$ cat src/rtl/glitch_wb_host.sv
// glitch_wb_host: Wishbone initiator for the glitch register slave.
// Splits 32-bit glitch entries into four byte writes (QUEUE_0..QUEUE_3),
// services STATUS reads, and rides out FIFO-full back-pressure on QUEUE_3
// by timing out, polling FIFO_FULL and re-issuing the write.
module glitch_wb_host #(
  parameter logic [3:0]  ADR_STATUS = 4'h0,
  parameter logic [3:0]  ADR_Q0     = 4'h1,
  parameter logic [3:0]  ADR_FULL   = 4'h6,
  parameter int unsigned TIMEOUT    = 16,
  parameter int unsigned MAX_RETRY  = 8
) (
  input  logic        clk_i,
  input  logic        rst_i,
  input  logic        cmd_valid,
  input  logic [31:0] cmd_data,
  output logic        cmd_ready,
  input  logic        stat_req,
  output logic        stat_valid,
  output logic        stat_ready,
  output logic        done,
  output logic        busy,
  output logic        err,
  input  logic        err_clr,
  output logic        wb_cyc_o,
  output logic        wb_stb_o,
  output logic        wb_we_o,
  output logic [3:0]  wb_adr_o,
  output logic [7:0]  wb_dat_o,
  input  logic [7:0]  wb_dat_i,
  input  logic        wb_ack_i
);

  localparam int unsigned CW = (TIMEOUT > 1) ? $clog2(TIMEOUT) : 1;
  localparam int unsigned RW = $clog2(MAX_RETRY + 1);

  typedef enum logic [1:0] {S_IDLE, S_REQ, S_GAP, S_POLL} state_t;
  typedef enum logic [1:0] {OP_WR, OP_RD_STAT, OP_RD_FULL} op_t;

  state_t        state_q, state_d;
  state_t        after_q, after_d;   // where GAP goes next
  op_t           op_q, op_d;
  logic [1:0]    idx_q, idx_d;
  logic [RW-1:0] retry_q, retry_d;
  logic [CW-1:0] cnt_q, cnt_d;
  logic [31:0]   data_q, data_d;
  logic          pend_q, pend_d;
  logic          cyc_d, stb_d, we_d;
  logic [3:0]    adr_d;
  logic [7:0]    dat_d;
  logic          stat_valid_d, stat_ready_d, done_d, err_d, err_set;

  // Only bit 0 of read data carries information (STATUS ready / FIFO full).
  logic unused_dat;
  assign unused_dat = ^wb_dat_i[7:1];

  // State, bookkeeping and registered outputs; reset releases the bus at once.
  always_ff @(posedge clk_i or posedge rst_i) begin
    if (rst_i) begin
      state_q    <= S_IDLE;
      after_q    <= S_IDLE;
      op_q       <= OP_WR;
      idx_q      <= 2'd0;
      retry_q    <= '0;
      cnt_q      <= '0;
      data_q     <= '0;
      pend_q     <= 1'b0;
      wb_cyc_o   <= 1'b0;
      wb_stb_o   <= 1'b0;
      wb_we_o    <= 1'b0;
      wb_adr_o   <= 4'h0;
      wb_dat_o   <= 8'h00;
      cmd_ready  <= 1'b0;
      busy       <= 1'b0;
      stat_valid <= 1'b0;
      stat_ready <= 1'b0;
      done       <= 1'b0;
      err        <= 1'b0;
    end else begin
      state_q    <= state_d;
      after_q    <= after_d;
      op_q       <= op_d;
      idx_q      <= idx_d;
      retry_q    <= retry_d;
      cnt_q      <= cnt_d;
      data_q     <= data_d;
      pend_q     <= pend_d;
      wb_cyc_o   <= cyc_d;
      wb_stb_o   <= stb_d;
      wb_we_o    <= we_d;
      wb_adr_o   <= adr_d;
      wb_dat_o   <= dat_d;
      cmd_ready  <= (state_d == S_IDLE);
      busy       <= (state_d != S_IDLE);
      stat_valid <= stat_valid_d;
      stat_ready <= stat_ready_d;
      done       <= done_d;
      err        <= err_d;
    end
  end

  // Next-state and next-output logic.
  always_comb begin
    state_d      = state_q;
    after_d      = after_q;
    op_d         = op_q;
    idx_d        = idx_q;
    retry_d      = retry_q;
    cnt_d        = cnt_q;
    data_d       = data_q;
    pend_d       = pend_q | stat_req;
    cyc_d        = wb_cyc_o;
    stb_d        = wb_stb_o;
    we_d         = wb_we_o;
    adr_d        = wb_adr_o;
    dat_d        = wb_dat_o;
    stat_valid_d = 1'b0;
    stat_ready_d = stat_ready;
    done_d       = 1'b0;
    err_set      = 1'b0;

    case (state_q)
      S_IDLE: begin
        if (cmd_valid && cmd_ready) begin
          data_d  = cmd_data;
          idx_d   = 2'd0;
          retry_d = '0;
          op_d    = OP_WR;
          cnt_d   = '0;
          state_d = S_REQ;
          cyc_d   = 1'b1;
          stb_d   = 1'b1;
          we_d    = 1'b1;
          adr_d   = ADR_Q0;
          dat_d   = cmd_data[7:0];
        end else if (pend_q) begin
          pend_d  = stat_req;
          op_d    = OP_RD_STAT;
          cnt_d   = '0;
          state_d = S_REQ;
          cyc_d   = 1'b1;
          stb_d   = 1'b1;
          we_d    = 1'b0;
          adr_d   = ADR_STATUS;
        end
      end

      S_REQ: begin
        cnt_d = cnt_q + CW'(1);
        if (wb_ack_i) begin
          cyc_d   = 1'b0;
          stb_d   = 1'b0;
          we_d    = 1'b0;
          state_d = S_GAP;
          after_d = S_IDLE;
          case (op_q)
            OP_WR: begin
              if (idx_q != 2'd3) begin
                idx_d   = idx_q + 2'd1;
                after_d = S_REQ;
              end else begin
                done_d = 1'b1;
              end
            end
            OP_RD_STAT: begin
              stat_ready_d = wb_dat_i[0];
              stat_valid_d = 1'b1;
            end
            default: begin
              // FIFO_FULL poll: empty slot -> re-issue QUEUE_3, else poll again.
              if (!wb_dat_i[0]) begin
                op_d    = OP_WR;
                after_d = S_REQ;
              end else if (retry_q == RW'(MAX_RETRY)) begin
                err_set = 1'b1;
              end else begin
                retry_d = retry_q + RW'(1);
                after_d = S_POLL;
              end
            end
          endcase
        end else if (cnt_q == CW'(TIMEOUT - 1)) begin
          cyc_d   = 1'b0;
          stb_d   = 1'b0;
          we_d    = 1'b0;
          state_d = S_GAP;
          after_d = S_IDLE;
          // Only QUEUE_3 can stall on a full FIFO; anything else is fatal.
          if (op_q == OP_WR && idx_q == 2'd3 && retry_q != RW'(MAX_RETRY)) begin
            retry_d = retry_q + RW'(1);
            after_d = S_POLL;
          end else begin
            err_set = 1'b1;
          end
        end
      end

      S_GAP: begin
        state_d = after_q;
        if (after_q == S_REQ) begin
          cnt_d = '0;
          cyc_d = 1'b1;
          stb_d = 1'b1;
          we_d  = 1'b1;
          adr_d = ADR_Q0 + {2'b00, idx_q};
          dat_d = data_q[{idx_q, 3'b000} +: 8];
        end
      end

      S_POLL: begin
        op_d    = OP_RD_FULL;
        cnt_d   = '0;
        state_d = S_REQ;
        cyc_d   = 1'b1;
        stb_d   = 1'b1;
        we_d    = 1'b0;
        adr_d   = ADR_FULL;
      end

      default: state_d = S_IDLE;
    endcase

    err_d = err_clr ? 1'b0 : (err | err_set);
  end

endmodule

$ cat config.mk
export PLATFORM = sky130hd
export DESIGN_NAME = glitch_wb_host
export DESIGN_NICKNAME = d
export VERILOG_FILES = /design/src/rtl/glitch_wb_host.sv
export SDC_FILE = /design/constraint.sdc
export NUM_CORES = 1
export LEC_CHECK = 0
export ABC_AREA = 0
export BUFFER_PORTS_ARGS = -buffer_cell sky130_fd_sc_hd__buf_2
export CAP_MARGIN = 20
export CORE_AREA = 2 2 94 96
export DETAILED_ROUTE_END_ITERATION = 6
export DIE_AREA = 0 0 96 98
export PLACE_DENSITY = 0.71
export SETUP_SLACK_MARGIN = 0.5
export SYNTH_ARGS = -nofsm -noshare
export SYNTH_HDL_FRONTEND = slang
export SYNTH_SLANG_ARGS = --single-unit
$ cat constraint.sdc
create_clock -name clk_i -period 4.7 [get_ports clk_i]
set_clock_uncertainty 0.2 [all_clocks]
set_input_delay 0.705 -clock clk_i [delete_from_list [all_inputs] [get_ports clk_i]]
set_output_delay 0.705 -clock clk_i [all_outputs]
set_load 0.01 [all_outputs]
## Word level (Yosys, flattened, before mapping)

Index checks and enable logic that the tools add are counted.

- Word-level logic and storage cells: 139
- Output and inout bits: 21
- Bits in registers: 69

- Bitwise logic cells: 2
- Mux-type cells: 68
- Shift operators: 1
- Equal/unequal tests: 23
- Reductions and logical operators: 23
- Add/subtract/negate cells: 4

Operators by type and width:

| cell | count |
|---|---|
| 2-to-1 mux 4 bit | 12 |
| 2-to-1 mux 2 bit | 18 |
| variable part select 32 x 6 -> 8 bit | 1 |
| 2-to-1 mux 1 bit | 26 |
| != test 3 bit, second input constant | 6 |
| 2-to-1 mux 8 bit | 2 |
| != test 2 bit, second input constant | 8 |
| case mux 4 bit (4 select lines) | 1 |
| case mux 8 bit (2 select lines) | 1 |
| case mux 4 bit (3 select lines) | 1 |
| AND reduction 3 bit | 4 |
| AND reduction 5 bit | 2 |
| adder 4 x 1 -> 4 bit, second input constant | 2 |
| equality test 4 bit, second input constant | 2 |
| case mux 1 bit (4 select lines) | 2 |
| case mux 2 bit (2 select lines) | 2 |
| case mux 2 bit (4 select lines) | 1 |
| case mux 4 bit (2 select lines) | 1 |
| nonzero test 2 bit | 4 |
| AND reduction 7 bit | 1 |
| equality test 2 x 1 -> 1 bit, second input constant | 3 |
| equality test 2 bit, second input constant | 3 |
| logical NOT 2 bit | 3 |
| case mux 2 bit (3 select lines) | 1 |
| other kinds (8) | 14 |

## Logic depth before layout (Yosys ltp)

Gate-level depths: netlist of run 1.

- Depth in word-level cells: 9
- Gate-level depth with buffers: 7
- Depth with buffers taken out: 7

## Worst setup path before layout of run 1

Ideal clock, no wire load.

- Path kind: input port to flip-flop
- From: in cmd_valid
- To: reg retry_q[3]
- Stages: 6
- Setup slack: 2.943 ns
- Data arrival time: 1.428 ns
- Library setup time: 0.129 ns
- Cell sequence: nand4bb_1 buf_2 a2bb2oi_4 o21ai_1 o211ai_1 o31ai_1

- Word-level cells in the longest chain between the ends: 3

RTL lines:

| what | RTL line | text |
|---|---|---|
| start, declared | 14 | `input logic cmd_valid,` |
| logical AND 1 bit | 123 | `if (cmd_valid && cmd_ready) begin` |
| != test 2 bit (no source line) | - |  |
| AND reduction 7 bit (no source line) | - |  |
| end signal, assigned | 83 | `retry_q <= retry_d;` |
| end, declared | 43 | `logic [RW-1:0] retry_q, retry_d;` |

Every way passes these cells.
A chain may end at the register's enable or synchronous reset.

## Worst setup path in the final report of run 1

- From: reg idx_q[0]
- To: reg retry_q[3]

- Word-level cells in the longest chain between the ends: 5

RTL lines:

| what | RTL line | text |
|---|---|---|
| start, declared | 42 | `logic [1:0] idx_q, idx_d;` |
| start signal, assigned | 82 | `idx_q <= idx_d;` |
| equality test 2 bit | 188 | `if (op_q == OP_WR && idx_q == 2'd3 && retry_q != RW'(MAX_RETRY)) begin` |
| logical AND 1 bit (2 in a row) | 188 |  |
| != test 3 bit (no source line) | - |  |
| AND reduction 7 bit (no source line) | - |  |

Every way passes these cells.

==> results.cfg, run 1 <==
[yosys]
ys_ff_latch = 68
synthAdderAreaFrac_pct = 1.526
yosys.area.top_type = dfrtp_1
synthSimpleGateAreaFrac_pct = 20.14
synth.area.mux_share_pct = 8.276
synth_compound_area_share_pct = 12.13
yosys_warnings = 0
synthDistinctLibCells = 49
synth_top_family_by_area = simple AND/OR/NAND/NOR gates
yosys-top-cells-area = dfrtp_1, nand2_1, mux4_2
ys_seq_area_share_pct = 51.87
netlist_instances = 334
synth_top_area_share_pct = 51.87
yosys.area_share.xor_xnor_pct = 0.5339
synth_nets = 384
synth.avg_cell_area_um2 = 9.822
synth_area_um2 = 3281

[route]
ant_nets = 0
post_drt_wl_per_cell_um = 13.87
drt_iter0_markers = 114
via_count = 2404
routed_wl_um = 6936
drc = 0
vias_per_cell = 4.808
drt_first_pass_iters = 4

[timing]
hold_viol_final = 0
setup_viol = 0
period_share_pct = 48.44
drv_slew = 0
fin_tns_setup_ns = 0
max_freq_mhz = 439.3
maxSlewHeadroom_pct = 50.82
holdWs_ns = 0.1974
fin_crit_ns = 2.277
rsz0062_at_grt = false
tightest_slew_ns = 0.7350

[pwr]
pwr_density_cell_nw_per_um2 = 622.2
ir_drop_mv = 0.2050
finalPower_w = 0.002386
p_leak_nw = 1.905

[clocking]
cts.htree.levels = 3
cts.sinks = 68
cts_resized = 0
numCtsBuffers = 9
clock_latency_ns = 0.35
cts_buffer_depth = 2
cts_tree = done
cts-hold-fix-buffers = 0
cts_root_buf = clkbuf_8
cts_setup_buffers = 0
clk_pin_slew_ns = 0.09

[global_routing]
antenna_found_initial = 0
grt_pass1_vias = 2434
grt.total_usage_pct = 15.45
grt_pass1_wl_um = 11370
grt_overflow = 0
grt_start_max_net_pins = 43

[die]
die_x_um = 96
die_h_um = 98
num_rows = 34
die_area_um2 = 9408
initial_core_util_pct = 38.75
io_pins = 67
core_area_um2 = 8466

[cells_and_area]
fin_cells = 500
seq_area_um2 = 1702
fill_cells = 781
nets = 437
diodes = 0
multi_input_area_um2 = 1401
drive_gt1_share_pct = 24.74
syn_to_final_growth_pct = 16.90
fin_util_pct = 45.30

[placement]
port_buffers = 58
dp.cells = 484
dp_hpwl_um = 4766
gp_congestion = 0.8129

[worst_setup_path]
criticalPathCategory = reg2reg
critPathCaptureType = flip-flop
crit_slowest_cell = dfrtp_1
arrival_ns = 2.30
crit_path_start_kind = flip-flop
cp_max_fo = 11
path_delay_family = flip-flops
critPathRequiredTime_ns = 4.72
crit_chain = ha_1 -> nor3b_2 -> a2bb2oi_4 -> o21ai_1 -> o211ai_1 -> o31ai_1
max_stage_delay_ns = 0.72
worst-path-buf-inv = 0

[flow_run]
drv_cap = 0

[outcome]
status = finished clean

[hold_path]
hp-class = in2async
## cell usage in the layout (no fill, tap or decap), types with 3 or more instances in the layout
| master | synthesis | routed |
|---|---|---|
| nor2b_1 | 3 | 3 |
| mux4_2 | 8 | 8 |
| buf_2 | 10 | 58 |
| nand3_1 | 3 | 3 |
| a21oi_1 | 11 | 11 |
| nand2_1 | 114 | 114 |
| clkbuf_8 | 0 | 9 |
| dfrtp_1 | 68 | 68 |
| o211ai_1 | 3 | 3 |
| o21ai_1 | 3 | 3 |
| buf_4 | 2 | 4 |
| mux2i_1 | 8 | 8 |
| inv_1 | 13 | 12 |
| a22o_1 | 3 | 3 |
| o21ai_0 | 20 | 20 |
| ha_1 | 4 | 4 |
| clkinv_4 | 0 | 3 |
| nor2_1 | 15 | 15 |
## layout make-up
class                           count  area share [%]
Clock buffer                        9           3.230
Clock inverter                      7           2.610
Inverter                           14           1.370
Multi-Input combinational cell    232           36.54
Sequential cell                    68           44.37
Tap cell                          108           3.524
Timing Repair Buffer               62           8.352
## logic make-up (layout without fill, tap and decap cells)
group,Yosys count,count (layout)
muxes,17,17
DFF,68,68
other,1,1
buffers and inverters,34,92
xor gates and xnor gates,2,2
AOI/OAI and AO/OA,57,57
adders and majority gates,4,4
and+or+nand+nor,151,151
## flip-flops by register name, indices dropped and copies added, names as in the netlist
| register | count |
|---|---|
| state_q | 2 |
| wb_stb_o | 1 |
| wb_adr_o | 3 |
| data_q | 32 |
| idx_q | 2 |
| stat_valid | 1 |
| wb_dat_o | 8 |
| busy | 1 |
| pend_q | 1 |
| cmd_ready | 1 |
| retry_q | 4 |
| err | 1 |
| wb_we_o | 1 |
| op_q | 2 |
| stat_ready | 1 |
| done | 1 |
| cnt_q | 4 |
| after_q | 2 |
## cells in the mapped netlist (all sizes together)
cell type,count
nor3,3
a32oi,1
clkbuf,2
ha,4
mux4,8
a2bb2oi,3
o31ai,2
nand2,114
buf,18
o32ai,1
a22o,3
a21boi,1
conb,1
nand4,1
a31oi,2
nand2b,3
nand3b,2
and3b,1
nor3b,2
nand3,3
dfrtp,68
nor2,16
a21o,2
mux2,1
o21ai,23
a211oi,3
inv,14
nor2b,3
and3,2
xor2,2
mux2i,8
o22ai,2
a21oi,11
o211ai,3
nand4bb,1
## layer usage
metal / wire length [um] / vias to the layer above / global-route usage, %
li1: - / 1219 / -
met3: 301 / 8 / 4.244
met1: 3339 / 1133 / 21.37
met5: 0 / - / 0
met4: 86 / 0 / 4.615
met2: 3209 / 44 / 23.72
## final timing paths
check / cells past startpoint / startpoint / to / slack, ns
worst min-delay path: 2 / rst_i / data_q[6] / 0.20
worst max-delay path: 6 / idx_q[0] / retry_q[3] / 2.42
min in group clk_i: 2 / wb_dat_o[4] / wb_dat_o[4] / 0.28
worst min register to register: 2 / wb_dat_o[4] / wb_dat_o[4] / 0.28
max in group asynchronous: 3 / rst_i / cnt_q[2] / 3.14
worst max register to register: 6 / idx_q[0] / retry_q[3] / 2.42
## metrics by stage
step	worst slack [ns]	instance area (um2)
4_1_cts	2.415	3835
2_1_floorplan	2.083	3281
3_3_place_gp	2.356	3611
6_report	2.423	3835
5_1_grt	2.227	3835
3_5_place_dp	2.367	3611
## power by group
group / internal, W / total [W] / switching (W)
Sequential: 0.000825 / 0.00106 / 0.000230
Clock: 0.000302 / 0.000540 / 0.000238
Combinational: 0.000394 / 0.000791 / 0.000397
Total: 0.00152 / 0.00239 / 0.000864
No activity file was read; power rests on OpenSTA's default activity.
==> inputs of run 2 (changes only) <==
--- a/config.mk
+++ b/config.mk
@@ -5,13 +5,13 @@
 export SDC_FILE = /design/constraint.sdc
 export NUM_CORES = 1
 export LEC_CHECK = 0
-export ABC_AREA = 0
+export ABC_AREA = 1
 export BUFFER_PORTS_ARGS = -buffer_cell sky130_fd_sc_hd__buf_2
 export CAP_MARGIN = 20
-export CORE_AREA = 2 2 94 96
+export CORE_AREA = 2 2 96 98
 export DETAILED_ROUTE_END_ITERATION = 6
-export DIE_AREA = 0 0 96 98
-export PLACE_DENSITY = 0.71
+export DIE_AREA = 0 0 98 100
+export PLACE_DENSITY = 0.73
 export SETUP_SLACK_MARGIN = 0.5
 export SYNTH_ARGS = -nofsm -noshare
 export SYNTH_HDL_FRONTEND = slang
==> constraint.sdc (replaced) <==
create_clock -name clk_i -period 1.9 [get_ports clk_i]
set_clock_uncertainty 0.2 [all_clocks]
set_input_delay 0.285 -clock clk_i [delete_from_list [all_inputs] [get_ports clk_i]]
set_output_delay 0.285 -clock clk_i [all_outputs]
set_load 0.01 [all_outputs]
==> run 2 against run 1 <==
Sequential power rose by 130%. Clock power rose by 140%. Core utilization rose by 12 points. Power rose to 3.2 times the previous value. Via count rose by 39%. Wire length rose by 43%. Design area rose by 34%. Count of clock-buffer cells in the layout rose by 2. Critical path depth rose by 2.
==> results.cfg, run 2 <==
[die]
io_pins = 67
core_area_um2 = 8890
num_rows = 35
die_x_um = 98
initial_core_util_pct = 38.49
die_area_um2 = 9800
die_h_um = 100

[global_routing]
grt.total_usage_pct = 18.61
grt_start_max_net_pins = 69
grt_pass1_wl_um = 14540
antenna_found_initial = 0
grt_pass1_vias = 3104
grt_overflow = 0

[yosys]
ys.flop_type = dfrtp_1
synth_area_um2 = 3422
synth.avg_cell_area_um2 = 7.977
ys_ff_latch = 68
yosys_warnings = 0
netlist_instances = 429
async_flop_share_pct = 100.0
synth_top_area_share_pct = 49.73
synth_nets = 479
yosys-top-cells-area = dfrtp_1, nand2_1, o21ai_0
ys_seq_area_share_pct = 49.73
synthDistinctLibCells = 36
yosysMostFrequentCell = nand2_1
yosys.area.top_type = dfrtp_1
synth_common_cells = nand2_1, dfrtp_1, nor2_1
synth_edf_count = 0

[clocking]
numCtsBuffers = 9
cts_buffer_depth = 2
cts.htree.levels = 3
cts_tree = done
clk_pin_slew_ns = 0.08
cts_root_buf = clkbuf_8
clock_latency_ns = 0.35
cts.sinks = 68

[route]
ant_nets = 0
post_drt_wl_per_cell_um = 14.54
drc = 0
vias_per_cell = 4.921
drt_first_pass_iters = 4
drt_iter0_markers = 181
via_count = 3346
routed_wl_um = 9890

[pwr]
finalPower_w = 0.007542
pwr-share-seq_pct = 32.6
pwr_density_cell_nw_per_um2 = 1469
intPower_w = 0.004466
clock_power_share_pct = 17.4
ir_drop_mv = 0.6605
power.share.switching_pct = 40.79
power_switching_w = 0.003076
p_leak_nw = 2.584
power_frac_comb_pct = 50.0

[cells_and_area]
nets = 614
top_regs = data_q x32, wb_dat_o x8
diodes = 0
largest-register = data_q
final_common_cell = nand2_1
syn_to_final_growth_pct = 50.02
largest_register_ff_count = 32
final_cell_mix = nand2_1, dfrtp_1, buf_2
design_area_um2 = 5134
drive_gt1_share_pct = 34.80
fin_cells = 680

[timing]
fin_tns_setup_ns = 0
setup_viol = 0
hold_viol_final = 0
max_freq_mhz = 615.9
drv_slew = 0
fin_crit_ns = 1.624
period_share_pct = 85.45
rsz0062_at_grt = true

[worst_setup_path]
crit_path_start_kind = flip-flop
rrSetupSlack_ns = 0.28
arrival_ns = 1.66
crit_end = wb_dat_o[5]
reg2reg_to = wb_dat_o[5]
criticalPathCategory = reg2reg
worstRegToRegCells = 8
cp_max_fo = 8
startpoint = state_q[0]
r2r-start = state_q[0]
critPathCaptureType = flip-flop
critPathRequiredTime_ns = 1.94

[placement]
port_buffers = 58
dp_hpwl_um = 5279
dp.cells = 588
place_area_um2 = 3837
gp_congestion = 0.9088

[outcome]
status = finished clean

[hold_path]
hp-class = in2reg
hold_depth = 3

[flow_run]
drv_cap = 0
run 2: per-stage QoR:
step	hold WS, ns	setup slack (ns)	util [%]
after global placement	0.2094	0.1649	43.17
after global routing	-0.002144	0.2174	57.75
after CTS	0.01657	0.3236	53.09
after detailed placement	0.2204	0.1553	43.17
after floorplan	0.1481	0.4223	-
final	0.008609	0.2764	57.75
run 2: kinds of logic after synthesis:
logic type,after synthesis,synth area share [%]
AO/OA/AOI/OAI,48,8.409
AND/OR/NAND/NOR,256,31.88
flip-flops,68,49.73
buffers and inverters,50,7.897
XOR/XNOR,2,0.5120
adder cells (fa/ha/maj),4,1.463
other,1,0.1096
run 2: repair_timing:
| item | CTS | global route |
|---|---|---|
| gates cloned | 1 | 3 |
| hold endpoints to repair | 101 | 0 |
| hold buffers | 34 | 0 |
| buffers inserted | 18 | 20 |
| setup endpoints to repair | 67 | 69 |
| gates resized for setup | 49 | 46 |
| pin swaps | 22 | 19 |
run 2: how the worst min path moves through the flow:
| stage | startpoint | end | slack [ns] |
|---|---|---|---|
| after floorplan | err_clr | err | 0.15 |
| after global placement | rst_i | cmd_ready | 0.21 |
| after detailed placement | rst_i | cmd_ready | 0.22 |
| after CTS | cmd_data[7] | data_q[7] | 0.02 |
| after global routing | cmd_data[7] | data_q[7] | -0.002 |
| final | cmd_data[7] | data_q[7] | 0.009 |
run 2: cell type report:
type | count | area (um2)
clock inverter | 5 | 86.33
inverter | 32 | 153.9
tap | 111 | 138.9
multi-input combinational | 311 | 1709
clock buffer | 11 | 131.4
timing repair buffer | 142 | 1207
sequential | 68 | 1707
fill | 740 | 3756
run 2: critical path: stages (launching register included):
cell	delay (ns)
dfrtp_2	0.50
inv_8	0.07
nand2_8	0.10
inv_12	0.05
o21ai_4	0.21
buf_12	0.16
nor2_2	0.04
nand2_1	0.10
nand2_1	0.06
run 2: layer usage:
layer	vias up	track usage, %	routed length, um
met1	1586	22.33	3980
li1	1626	-	-
met2	115	32.82	5233
met5	-	0	0
met4	0	6.731	224
met3	19	4.318	452
run 2: power groups by stage:
stage	clock network (W)	registers, W	logic [W]
after CTS	0.00133	0.00240	0.00311
after floorplan	0	0.00240	0.00187
final	0.00131	0.00246	0.00377
after global placement	0	0.00243	0.00244
after global routing	0.00140	0.00254	0.00412
after detailed placement	0	0.00245	0.00250
